### src/rtl/matmul_apb_master_pkg.sv
// Shared types and defaults for the matmul APB master.
// Holds the FSM state enum, the default-width command/response payloads
// and the default watchdog length.
package matmul_apb_master_pkg;

  localparam int unsigned APB_MST_ADDR_WIDTH     = 16;
  localparam int unsigned APB_MST_BUS_WIDTH      = 32;
  localparam int unsigned APB_MST_STRB_WIDTH     = APB_MST_BUS_WIDTH / 8;
  localparam int unsigned APB_MST_TIMEOUT_CYCLES = 256;
  localparam int unsigned APB_MST_STATE_W        = 3;

  typedef enum logic [APB_MST_STATE_W-1:0] {
    APB_IDLE      = 3'd0,
    APB_WAIT_IDLE = 3'd1,
    APB_SETUP     = 3'd2,
    APB_ACCESS    = 3'd3,
    APB_RESP      = 3'd4
  } apb_mst_state_e;

  // Command as presented by the loader/sequencer (default widths).
  typedef struct packed {
    logic                          write;
    logic [APB_MST_ADDR_WIDTH-1:0] addr;
    logic [APB_MST_BUS_WIDTH-1:0]  wdata;
    logic [APB_MST_STRB_WIDTH-1:0] strb;
    logic                          wait_idle;
  } apb_cmd_t;

  // Response returned to the loader/sequencer (default widths).
  typedef struct packed {
    logic [APB_MST_BUS_WIDTH-1:0] rdata;
    logic                         err;
    logic                         timeout;
  } apb_rsp_t;

endpackage

### src/rtl/matmul_apb_master.sv
// APB master feeding matmul's slave port from a valid/ready command channel.
// Optional wait-for-idle gating on busy_i, pready watchdog, held response.
// Ports:
//   clk_i, rst_i                  clock, synchronous active-high reset
//   cmd_*                         command request channel (valid/ready)
//   rsp_*                         response channel (valid/ready)
//   busy_i                        matmul busy, used only for wait_idle commands
//   paddr_o..pstrb_o, pready_i..  APB master interface
module matmul_apb_master
  import matmul_apb_master_pkg::*;
#(
  parameter int unsigned ADDR_WIDTH     = APB_MST_ADDR_WIDTH,
  parameter int unsigned BUS_WIDTH      = APB_MST_BUS_WIDTH,
  parameter int unsigned TIMEOUT_CYCLES = APB_MST_TIMEOUT_CYCLES
) (
  input  logic                   clk_i,
  input  logic                   rst_i,
  input  logic                   cmd_valid_i,
  output logic                   cmd_ready_o,
  input  logic                   cmd_write_i,
  input  logic [ADDR_WIDTH-1:0]  cmd_addr_i,
  input  logic [BUS_WIDTH-1:0]   cmd_wdata_i,
  input  logic [BUS_WIDTH/8-1:0] cmd_strb_i,
  input  logic                   cmd_wait_idle_i,
  output logic                   rsp_valid_o,
  input  logic                   rsp_ready_i,
  output logic [BUS_WIDTH-1:0]   rsp_rdata_o,
  output logic                   rsp_err_o,
  output logic                   rsp_timeout_o,
  input  logic                   busy_i,
  output logic [ADDR_WIDTH-1:0]  paddr_o,
  output logic                   psel_o,
  output logic                   penable_o,
  output logic                   pwrite_o,
  output logic [BUS_WIDTH-1:0]   pwdata_o,
  output logic [BUS_WIDTH/8-1:0] pstrb_o,
  input  logic                   pready_i,
  input  logic                   pslverr_i,
  input  logic [BUS_WIDTH-1:0]   prdata_i
);

  localparam int unsigned STRB_WIDTH = BUS_WIDTH / 8;
  localparam int unsigned CNT_WIDTH  = $clog2(TIMEOUT_CYCLES);
  localparam logic [CNT_WIDTH-1:0] CNT_LAST = CNT_WIDTH'(TIMEOUT_CYCLES - 1);

  localparam logic [APB_MST_STATE_W-1:0] IDLE      = APB_MST_STATE_W'(APB_IDLE);
  localparam logic [APB_MST_STATE_W-1:0] WAIT_IDLE = APB_MST_STATE_W'(APB_WAIT_IDLE);
  localparam logic [APB_MST_STATE_W-1:0] SETUP     = APB_MST_STATE_W'(APB_SETUP);
  localparam logic [APB_MST_STATE_W-1:0] ACCESS    = APB_MST_STATE_W'(APB_ACCESS);
  localparam logic [APB_MST_STATE_W-1:0] RESP      = APB_MST_STATE_W'(APB_RESP);

  typedef struct packed {
    logic                  write;
    logic [ADDR_WIDTH-1:0] addr;
    logic [BUS_WIDTH-1:0]  wdata;
    logic [STRB_WIDTH-1:0] strb;
    logic                  wait_idle;
  } cmd_t;

  logic [APB_MST_STATE_W-1:0] r_state;
  logic [APB_MST_STATE_W-1:0] w_state_nxt;
  cmd_t                       r_cmd;
  cmd_t                       w_cmd_in;
  logic [CNT_WIDTH-1:0]       r_tmo_cnt;
  logic                       w_cmd_hs;
  logic                       w_tmo_hit;
  logic                       w_load_apb;
  logic                       w_src_write;
  logic [ADDR_WIDTH-1:0]      w_src_addr;
  logic [BUS_WIDTH-1:0]       w_src_wdata;
  logic [STRB_WIDTH-1:0]      w_src_strb;

  logic [ADDR_WIDTH-1:0]      r_paddr;
  logic                       r_pwrite;
  logic [BUS_WIDTH-1:0]       r_pwdata;
  logic [STRB_WIDTH-1:0]      r_pstrb;
  logic [BUS_WIDTH-1:0]       r_rsp_rdata;
  logic                       r_rsp_err;
  logic                       r_rsp_timeout;

  assign w_cmd_in = '{write: cmd_write_i, addr: cmd_addr_i, wdata: cmd_wdata_i,
                      strb: cmd_strb_i, wait_idle: cmd_wait_idle_i};

  assign w_cmd_hs  = cmd_valid_i & cmd_ready_o;
  assign w_tmo_hit = (r_state == ACCESS) & ~pready_i & (r_tmo_cnt == CNT_LAST);

  // SETUP entered straight from IDLE uses the live command, otherwise the latched one.
  assign w_load_apb  = (w_state_nxt == SETUP) & (r_state != SETUP);
  assign w_src_write = (r_state == IDLE) ? cmd_write_i : r_cmd.write;
  assign w_src_addr  = (r_state == IDLE) ? cmd_addr_i  : r_cmd.addr;
  assign w_src_wdata = (r_state == IDLE) ? cmd_wdata_i : r_cmd.wdata;
  assign w_src_strb  = (r_state == IDLE) ? cmd_strb_i  : r_cmd.strb;

  // State register.
  always_ff @(posedge clk_i) begin
    if (rst_i) r_state <= IDLE;
    else       r_state <= w_state_nxt;
  end

  // Next state and state-decoded outputs; ready is masked while reset is held.
  always_comb begin
    w_state_nxt = r_state;
    cmd_ready_o = 1'b0;
    psel_o      = 1'b0;
    penable_o   = 1'b0;
    rsp_valid_o = 1'b0;
    case (r_state)
      IDLE: begin
        cmd_ready_o = ~rst_i;
        if (w_cmd_hs) w_state_nxt = (cmd_wait_idle_i & busy_i) ? WAIT_IDLE : SETUP;
      end
      WAIT_IDLE: begin
        if (!(r_cmd.wait_idle & busy_i)) w_state_nxt = SETUP;
      end
      SETUP: begin
        psel_o      = 1'b1;
        w_state_nxt = ACCESS;
      end
      ACCESS: begin
        psel_o    = 1'b1;
        penable_o = 1'b1;
        if (pready_i | w_tmo_hit) w_state_nxt = RESP;
      end
      RESP: begin
        rsp_valid_o = 1'b1;
        if (rsp_ready_i) w_state_nxt = IDLE;
      end
      default: w_state_nxt = IDLE;
    endcase
  end

  // Command latch, APB drive registers, watchdog and response capture.
  always_ff @(posedge clk_i) begin
    if (rst_i) begin
      r_cmd         <= '0;
      r_paddr       <= '0;
      r_pwrite      <= 1'b0;
      r_pwdata      <= '0;
      r_pstrb       <= '0;
      r_tmo_cnt     <= '0;
      r_rsp_rdata   <= '0;
      r_rsp_err     <= 1'b0;
      r_rsp_timeout <= 1'b0;
    end else begin
      if (w_cmd_hs) r_cmd <= w_cmd_in;
      if (w_load_apb) begin
        r_paddr  <= w_src_addr;
        r_pwrite <= w_src_write;
        r_pwdata <= w_src_wdata;
        r_pstrb  <= w_src_write ? w_src_strb : '0;
      end
      if ((r_state == ACCESS) & ~pready_i & ~w_tmo_hit) r_tmo_cnt <= r_tmo_cnt + CNT_WIDTH'(1);
      else                                              r_tmo_cnt <= '0;
      if (r_state == ACCESS) begin
        if (pready_i) begin
          r_rsp_rdata   <= r_pwrite ? '0 : prdata_i;
          r_rsp_err     <= pslverr_i;
          r_rsp_timeout <= 1'b0;
        end else if (w_tmo_hit) begin
          r_rsp_rdata   <= '0;
          r_rsp_err     <= 1'b1;
          r_rsp_timeout <= 1'b1;
        end
      end
    end
  end

  assign paddr_o       = r_paddr;
  assign pwrite_o      = r_pwrite;
  assign pwdata_o      = r_pwdata;
  assign pstrb_o       = r_pstrb;
  assign rsp_rdata_o   = r_rsp_rdata;
  assign rsp_err_o     = r_rsp_err;
  assign rsp_timeout_o = r_rsp_timeout;

endmodule

### config.mk
export PLATFORM = sky130hd
export DESIGN_NAME = matmul_apb_master
export DESIGN_NICKNAME = d
export VERILOG_FILES = /design/src/rtl/matmul_apb_master_pkg.sv /design/src/rtl/matmul_apb_master.sv
export SDC_FILE = /design/constraint.sdc
export NUM_CORES = 1
export LEC_CHECK = 0
export ABC_AREA = 1
export ABC_CLOCK_PERIOD_IN_PS = 3300
export CORE_UTILIZATION = 35
export DETAILED_ROUTE_END_ITERATION = 7
export PLACE_DENSITY = 0.65
export REMOVE_ABC_BUFFERS = 1
export SLEW_MARGIN = 10
export SYNTH_ARGS = -nofsm -noshare
export SYNTH_HDL_FRONTEND = slang
export SYNTH_SLANG_ARGS = --single-unit
### constraint.sdc
create_clock -name clk_i -period 3.3 [get_ports clk_i]
set_input_delay 0.66 -clock clk_i [delete_from_list [all_inputs] [get_ports clk_i]]
set_output_delay 0.66 -clock clk_i [all_outputs]
set_load 0.01 [all_outputs]
### Yosys cells after proc, flatten, opt, wreduce, memory -nomap -nowiden

Cells that the tools add are included.

| cells by class | value |
|---|---|
| $add $sub $neg | 1 |
| $mul | 0 |
| div/mod/pow operators | 0 |
| $lt $le $gt $ge | 0 |
| eq/ne operators | 7 |
| shift operators | 0 |
| muxes and demuxes | 21 |
| bitwise logic cells | 12 |
| reductions and logical operators | 5 |

Operator list:

| operator | number |
|---|---|
| $mux 32 | 4 |
| $mux 16 | 1 |
| $pmux 3 s5 | 1 |
| $mux 3 | 4 |
| $eq 3x2->1 const B | 3 |
| $add 8x1->8 const B | 1 |
| $eq 8x8->1 const B | 1 |
| $mux 1 | 8 |
| $mux 4 | 2 |
| $and 1x1->1 | 7 |
| $not 1->1 | 4 |
| $reduce_or 2->1 | 2 |
| $eq 3x1->1 const B | 1 |
| $eq 3x3->1 const B | 1 |
| $logic_not 3->1 | 1 |
| $ne 3x2->1 const B | 1 |
| $mux 2 | 1 |
| $reduce_and 2->1 | 1 |
| $reduce_bool 2->1 | 1 |
| $or 1x1->1 | 1 |

| storage, ports and cells | value |
|---|---|
| flip-flop bits (word level) | 152 |
| latch bits | 0 |
| bits in writable memories | 0 |
| bits in read-only memories | 0 |
| input bits | 93 |
| output and inout port bits | 91 |
| logic and storage cells | 60 |
| memories kept | 0 |

### Logic depth before layout (Yosys ltp)

Gate-level depths: netlist of the first run.

| depth | value |
|---|---|
| word-level depth | 8 |
| gate-level depth with buffers | 10 |
| depth with buffers taken out | 9 |

### Worst setup path after synthesis of the first run

Ideal clock, no wire load.

| path | value |
|---|---|
| kind | in2reg |
| from | input port rst_i |
| to | register r_paddr[0], in the netlist paddr_o[0] |
| setup time | 113 ps |
| arrival | 1658 ps |
| data required time | 3187 ps |
| path slack | 1529 ps |
| stages on the path | 9 |
| path buffers | 3 |
| cells stage by stage | buf_2 inv_2 nand4_2 nor2_1 nor2_4 buf_6 buf_6 nor2_1 nor2_1 |

| on the way | value |
|---|---|
| word-level cells in the longest chain between the ends | 7 |

RTL lines:

| element | line | RTL |
|---|---|---|
| from (decl) | matmul_apb_master.sv:17 | `input logic rst_i,` |
| $not 1->1 | matmul_apb_master.sv:109 | `cmd_ready_o = ~rst_i;` |
| $mux 1 | matmul_apb_master.sv:107 | `case (r_state)` |
| $and 1x1->1 | matmul_apb_master.sv:84 | `assign w_cmd_hs = cmd_valid_i & cmd_ready_o;` |
| $mux 3 | matmul_apb_master.sv:110 | `if (w_cmd_hs) w_state_nxt = (cmd_wait_idle_i & busy_i) ? WAIT_IDLE : SETUP;` |
| $pmux 3 s5 | matmul_apb_master.sv:107 |  |
| $eq 3x2->1 | matmul_apb_master.sv:88 | `assign w_load_apb = (w_state_nxt == SETUP) & (r_state != SETUP);` |
| $and 1x1->1 | matmul_apb_master.sv:88 |  |
| to (signal assigned) | matmul_apb_master.sv:147 | `r_paddr <= w_src_addr;` |
| to (decl) | matmul_apb_master.sv:73 | `logic [ADDR_WIDTH-1:0] r_paddr;` |

Parallel ways exist; a longest one is shown, timed or not.
A chain may end at the register's enable or synchronous reset.

### Final worst setup path of the first run

| path | value |
|---|---|
| from | input port rst_i |
| to | output port cmd_ready_o |

| on the way | value |
|---|---|
| word-level cells in the longest chain between the ends | 2 |

RTL lines:

| element | line | RTL |
|---|---|---|
| $not 1->1 | matmul_apb_master.sv:109 |  |
| $mux 1 | matmul_apb_master.sv:107 |  |
| to (decl) | matmul_apb_master.sv:19 | `output logic cmd_ready_o,` |

Every way passes these cells.

==> metrics, run 1 <==
GRT Util Overall around a fifth; hold_buf cts 0; area occupied by multi-input gates about 3200 um^2; endpoint arrival time on the critical path between 2 and 2.5 ns; Synth Instances 1041; Sum Neg Setup Slack 0 ns; drt initial violations 304; # resized after CTS 0; Synth Cell Area 6790 um^2; fillcell total around 1.9k; Ports ~180; RSZ-0062 raised after global routing false; DR vias/cell between 4 and 5; Reg-to-Reg End pwdata_o[23]; Pleak 4.29 nW; WP buf/inv 4; power density over the cells around 540 nW/um^2; R2R Setup Slk 1.01 ns; final hold vios 0; CP startpoint kind input pin; Rows 50; TritonCTS Sinks around 150; Seq. cell area 3040 um^2; ant diodes 0; Max Fanout on Critical Path 3; CTS tree yes; placed instance area between 8000 and 9000 um^2; outcome finished, final reports clean; CTS Root Cell clkbuf_16; first-pass GRT wire length about 30000 um; final setup fails 0; Die H 141 um; Finished Cell Area approximately 9300 um^2; Hold Startpoint rsp_timeout_o; #FFs+latches synth approximately 150; Final Max Slew Viols 0; drt first pass iters 6; min cycle time layout ~2.7 ns; WL per Instance 12.6 um; Starting Density 36.1%; most common cell after layout, fill and taps aside nand2_1; Crit-path slowest cell clkdlybuf4s50_1; CP Capture Type output pin; CP cell instances clkdlybuf4s50_1 -> inv_4 -> nand3_1 -> inv_1 -> clkdlybuf4s50_1; hold path cells 2; Worst-Skew Late Latency 0.41 ns; placed cells around 1.4k; setup ws final roughly 0.58 ns; Worst Path Required 2.64 ns; CTS Buffer Depth 2; CTS clk-pin slew, worst paths 0.06 ns; Avg Inst Size Synth roughly 6.5 um^2; Synth-to-Final Area Change 37.6%; ratio of cells with drive above 1 in the final layout between 4 and 5%; GP Congestion ~0.77; worst r2r path cells 9; DPL Wire Length 11400 um; most frequent cells in the layout 387 x nand2_1, 183 x clkdlybuf4s50_1, 152 x dfxtp_1, 145 x nor2_1, 144 x nand3_1; clock skew 0.00948 ns; Worst R2R Start r_state[1]; final cell count without fillers 1459; max-cap violations 0; total number of vias about 6.7k; antenna viol nets, final 0; depth of the CTS H-tree 4; CP delay by family, top buffers and inverters; CTS Buf Count 17; vias in the first global route about 5.9k; PortBufs about 180; Die ar. about 20000 um^2; Final nets around 1.3k; postcts setup bufs 0; most frequent CP cell clkdlybuf4s50_1; Core ar. roughly 19000 um^2; GR Overflow Total 0; Fin Hold WS around 0.45 ns; fin crit share 82.6%; worst slew pin tran between 0.6 and 0.7 ns; Largest stage delay, worst path 0.55 ns; synth warn 0; Post-Place Setup Slack between 0.5 and 0.6 ns; pin count of the biggest net entering global routing 137; FMAX between 300 and 400 MHz; Seq/Total Area, Yosys 44.8%; Hold WC Path Type register to register; # DRC 0; antenna violations before repair 1; final wirelength 18400 um; Max VDD drop 0.344 mV; Worst Hold End rsp_timeout_o; post-synthesis cell type count 26; die width ~140 um; WS Path Type input pin to output pin; relative slew slack around 56%
==> metrics by stage <==
step,util [%],power [mW]
3_5_place_dp,46.6,3.29
6_report,49.6,5.08
3_3_place_gp,46.6,3.28
4_1_cts,49.6,5.16
2_1_floorplan,-,2.75
5_1_grt,49.6,5.40
==> power by group <==
part	switching (mW)	internal [mW]	leakage, nW
logic	0.636	0.503	2.79
clock network	0.768	1.07	0.257
registers	0.0930	2.01	1.24
==> tightest hold or removal path: stages, from the launching register on <==
cell,delay [ns]
dfxtp_1,0.31
inv_1,0.05
a21oi_1,0.05
==> worst max-delay path by stage <==
stage,startpoint,endpoint,slack [ns],cells after the start
after floorplan,rst_i,pstrb_o[0],-0.87,6
after global placement,rst_i,cmd_ready_o,0.57,5
after detailed placement,rst_i,cmd_ready_o,0.57,5
after CTS,r_state[1],cmd_ready_o,0.51,4
after global routing,r_state[1],cmd_ready_o,0.42,4
final,rst_i,cmd_ready_o,0.58,5
==> kinds of logic after synthesis <==
logic type,share of synthesized area (%)
AND/OR/NAND/NOR,41.7
flip-flops,44.8
buffers and inverters,8.92
AO/OA/AOI/OAI,3.91
XOR/XNOR,0.516
adder cells (fa/ha/maj),0.184
==> flip-flops by register name (all words and copies together) (netlist names) <==
register and flops:
paddr_o 16, pstrb_o 4, pwdata_o 32, pwrite_o 1, r_cmd 54, r_state 3, r_tmo_cnt 8, rsp_err_o 1
rsp_rdata_o 32, rsp_timeout_o 1
==> routing by layer <==
metal  vias up  global-route usage, %  part of all wire [%]
li1       3509                      -                     -
met2       185                   29.5                    44
met4         0                   3.78                  0.48
met5         -                      0                     0
met1      2952                   25.1                    48
met3         8                   6.14                   8.2
==> area by class of cell <==
type | instances | area share (%)
inverter | 71 | 2.88
tap | 260 | 3.48
clock buffer | 20 | 4.89
clock inverter | 10 | 1.06
timing repair buffer | 198 | 21.2
multi-input combinational | 748 | 33.9
sequential | 152 | 32.6
==> cell usage after synthesis, drive strengths merged <==
cell type	instances	area, um^2
ha	1	12.5
nand3	144	721
o21ai	11	55.1
nor3	2	21.3
xor2	2	17.5
inv	71	267
buf	47	253
nor3b	1	7.51
nand4	2	18.8
xnor2	2	17.5
clkbuf	23	86.3
a21oi	42	210
nand2	390	1470
nor2	149	574
dfxtp	152	3040
or2	1	6.26
nand3b	1	7.51
Note: power is estimated with default switching activity, not from simulation.
==> run 2, diff against run 1 <==
--- a/config.mk
+++ b/config.mk
@@ -6,10 +6,10 @@
 export NUM_CORES = 1
 export LEC_CHECK = 0
 export ABC_AREA = 1
-export ABC_CLOCK_PERIOD_IN_PS = 3300
+export ABC_CLOCK_PERIOD_IN_PS = 2290
 export CORE_UTILIZATION = 35
 export DETAILED_ROUTE_END_ITERATION = 7
-export PLACE_DENSITY = 0.65
+export PLACE_DENSITY = 0.67
 export REMOVE_ABC_BUFFERS = 1
 export SLEW_MARGIN = 10
 export SYNTH_ARGS = -nofsm -noshare
==> constraint.sdc (replaced) <==
create_clock -name clk_i -period 2.29 [get_ports clk_i]
set_input_delay 0.458 -clock clk_i [delete_from_list [all_inputs] [get_ports clk_i]]
set_output_delay 0.458 -clock clk_i [all_outputs]
set_load 0.01 [all_outputs]
==> metrics, run 2 (same netlist as run 1, synthesis figures left out) <==
TritonCTS Sinks 152 (unchanged); Pleak 4.43 nW (was 4.29 nW); fillcell total 1888 (was 1882); GRT Util Overall 18.8% (about the same); endpoint arrival time on the critical path 1.68 ns (was 2.06 ns); Crit-path slowest cell clkdlybuf4s50_1 (unchanged); Synth-to-Final Area Change 41.1% (was 37.6%); min cycle time layout 2.14 ns; R2R Setup Slk 0.48 ns (was 1.01 ns); worst slew pin tran 0.651 ns (was 0.661 ns); first-pass GRT wire length 29800 um (was 29900 um); CP startpoint r_state[1] (was rst_i); PortBufs 183 (unchanged); CTS Root Cell clkbuf_16 (unchanged); total number of vias 6729 (was 6654); vias in the first global route 6006 (was 5874); antenna viol nets, final 0 (unchanged); WS Path Type register to output pin (was input pin to output pin); max-cap violations 0 (unchanged); CTS tree yes (unchanged); Ports 184 (unchanged); hold path cells 1 (was 2); Worst Path Required 1.83 ns (was 2.64 ns); GP Congestion 0.757 (was 0.767); max FFs per register 54 (unchanged); FMAX ~470 MHz; # resized after CTS 2 (was 0); clock skew 0.0107 ns (was 0.00948 ns); DR vias/cell 4.58 (was 4.56); DPL Wire Length 11400 um (about the same); Reg-to-Reg End pstrb_o[1] (was pwdata_o[23]); CP Capture Type output pin (unchanged); Largest stage delay, worst path 0.59 ns (was 0.55 ns); antenna violations before repair 1 (unchanged); GR Overflow Total 0 (unchanged); power density over the cells 823 nW/um^2 (was 544 nW/um^2); Worst-Skew Late Latency 0.42 ns (was 0.41 ns); Max VDD drop 0.542 mV (was 0.344 mV); WL per Instance 12.7 um (was 12.6 um); Max Fanout on Critical Path 3 (unchanged); Die H 141 um (unchanged); Starting Density 36.1% (unchanged); RSZ-0062 raised after global routing false (unchanged); final wirelength 18600 um (was 18400 um); drt first pass iters 4 (was 6); outcome finished, final reports clean (unchanged); final setup fails 0 (unchanged); Fin Hold WS 0.450 ns (was 0.445 ns); Hold WC Path Type register to register (unchanged); relative slew slack 56.6% (was 55.9%); CP startpoint kind register (was input pin); Core ar. 18800 um^2 (unchanged); most common cell after layout, fill and taps aside nand2_1 (unchanged); Final Max Slew Viols 0 (unchanged); Worst Hold End r_tmo_cnt[0] (was rsp_timeout_o); ratio of cells with drive above 1 in the final layout 5.63% (was 4.92%); pin count of the biggest net entering global routing 137 (unchanged); Hold Startpoint r_tmo_cnt[0] (was rsp_timeout_o); postcts setup bufs 0 (unchanged); Rows 50 (unchanged); Final nets 1288 (was 1282); final core utilization 50.9% (was 49.6%); CTS Buffer Depth 2 (unchanged); final hold vios 0 (unchanged); die width 141 um (unchanged); Biggest register r_cmd (unchanged); CP cell instances inv_2 -> nor2_1 -> clkdlybuf4s50_1 (was clkdlybuf4s50_1 -> inv_4 -> nand3_1 -> inv_1 -> clkdlybuf4s50_1); drt initial violations 389 (was 304); worst r2r path cells 7 (was 9); # DRC 0 (unchanged); CTS Buf Count 17 (unchanged); Die ar. 20000 um^2 (unchanged); depth of the CTS H-tree 4 (unchanged); most frequent cells in the layout 387 x nand2_1, 180 x clkdlybuf4s50_1, 152 x dfxtp_1, 145 x nor2_1, 144 x nand3_1 (was 387 x nand2_1, 183 x clkdlybuf4s50_1, 152 x dfxtp_1, 145 x nor2_1, 144 x nand3_1); CTS clk-pin slew, worst paths 0.06 ns (about the same); fin crit share between 90% and 100%; hold_buf cts 0 (unchanged); Worst R2R Start r_state[1] (unchanged)
==> run 2: changes by cell type in the layout (fill, tap and decap cells not counted), sizes merged <==
cell,before,now
buf,15,21
bufinv,1,5
clkdlybuf4s50,183,180
clkbuf,20,18
clkinvlp,5,3
dlygate4sd2,0,2
inv,72,74
diode,0,1
dlymetal6s2s,0,1
==> run 2: final cells by class <==
| cell class | count | area (um^2) | share of cell area (%) |
|---|---|---|---|
| Antenna cell | 1 | 2.50 | 0.0261 |
| Timing Repair Buffer | 204 | 2110 | 22.1 |
| Tap cell | 260 | 325 | 3.40 |
| Clock buffer | 18 | 439 | 4.59 |
| Inverter | 71 | 269 | 2.81 |
| Clock inverter | 14 | 220 | 2.30 |
| Sequential cell | 152 | 3040 | 31.8 |
| Multi-Input combinational cell | 748 | 3160 | 33.0 |
==> run 2: worst max-delay path, delay by kind of cell, from the launching register on <==
kind	cells	cell delay, ns
buffers and inverters	2	0.68
DFF	1	0.43
and+or+nand+nor	1	0.17
==> run 2: per-layer routing <==
layer | up-vias | wire length, um | track usage (%)
met5 | - | 0 | 0
met4 | 0 | 195 | 5.32
met3 | 11 | 1530 | 6.45
met2 | 194 | 7940 | 29.3
met1 | 3004 | 8900 | 24.5
li1 | 3520 | - | -
==> run 2: power breakdown <==
group	switching, mW	internal [mW]	leakage, nW
combinational	0.936	0.781	2.88
sequential	0.133	2.90	1.24
clock	1.16	1.98	0.315
==> run 2: how the worst max path moves through the flow <==
stage	endpoint	slack, ns	cells after the start
after floorplan	pstrb_o[0]	-1.67	6
after global placement	r_tmo_cnt[3]	-0.1	6
after detailed placement	r_tmo_cnt[3]	-0.14	6
after CTS	rsp_valid_o	0.04	3
after global routing	psel_o	0.07	3
final	psel_o	0.15	3
==> run 2: per-stage QoR <==
step	power, mW	cell area [um^2]	setup TNS, ns	setup WS, ns	instances
detailed placement	4.81	8920	-0.433	-0.144	1435
global route	8.32	9580	0	0.0701	1467
global placement	4.79	8920	-0.209	-0.100	1435
finish	7.89	9580	0	0.149	1468
floorplan	3.96	6450	-148.70	-1.67	971
CTS	7.99	9570	0	0.0360	1467
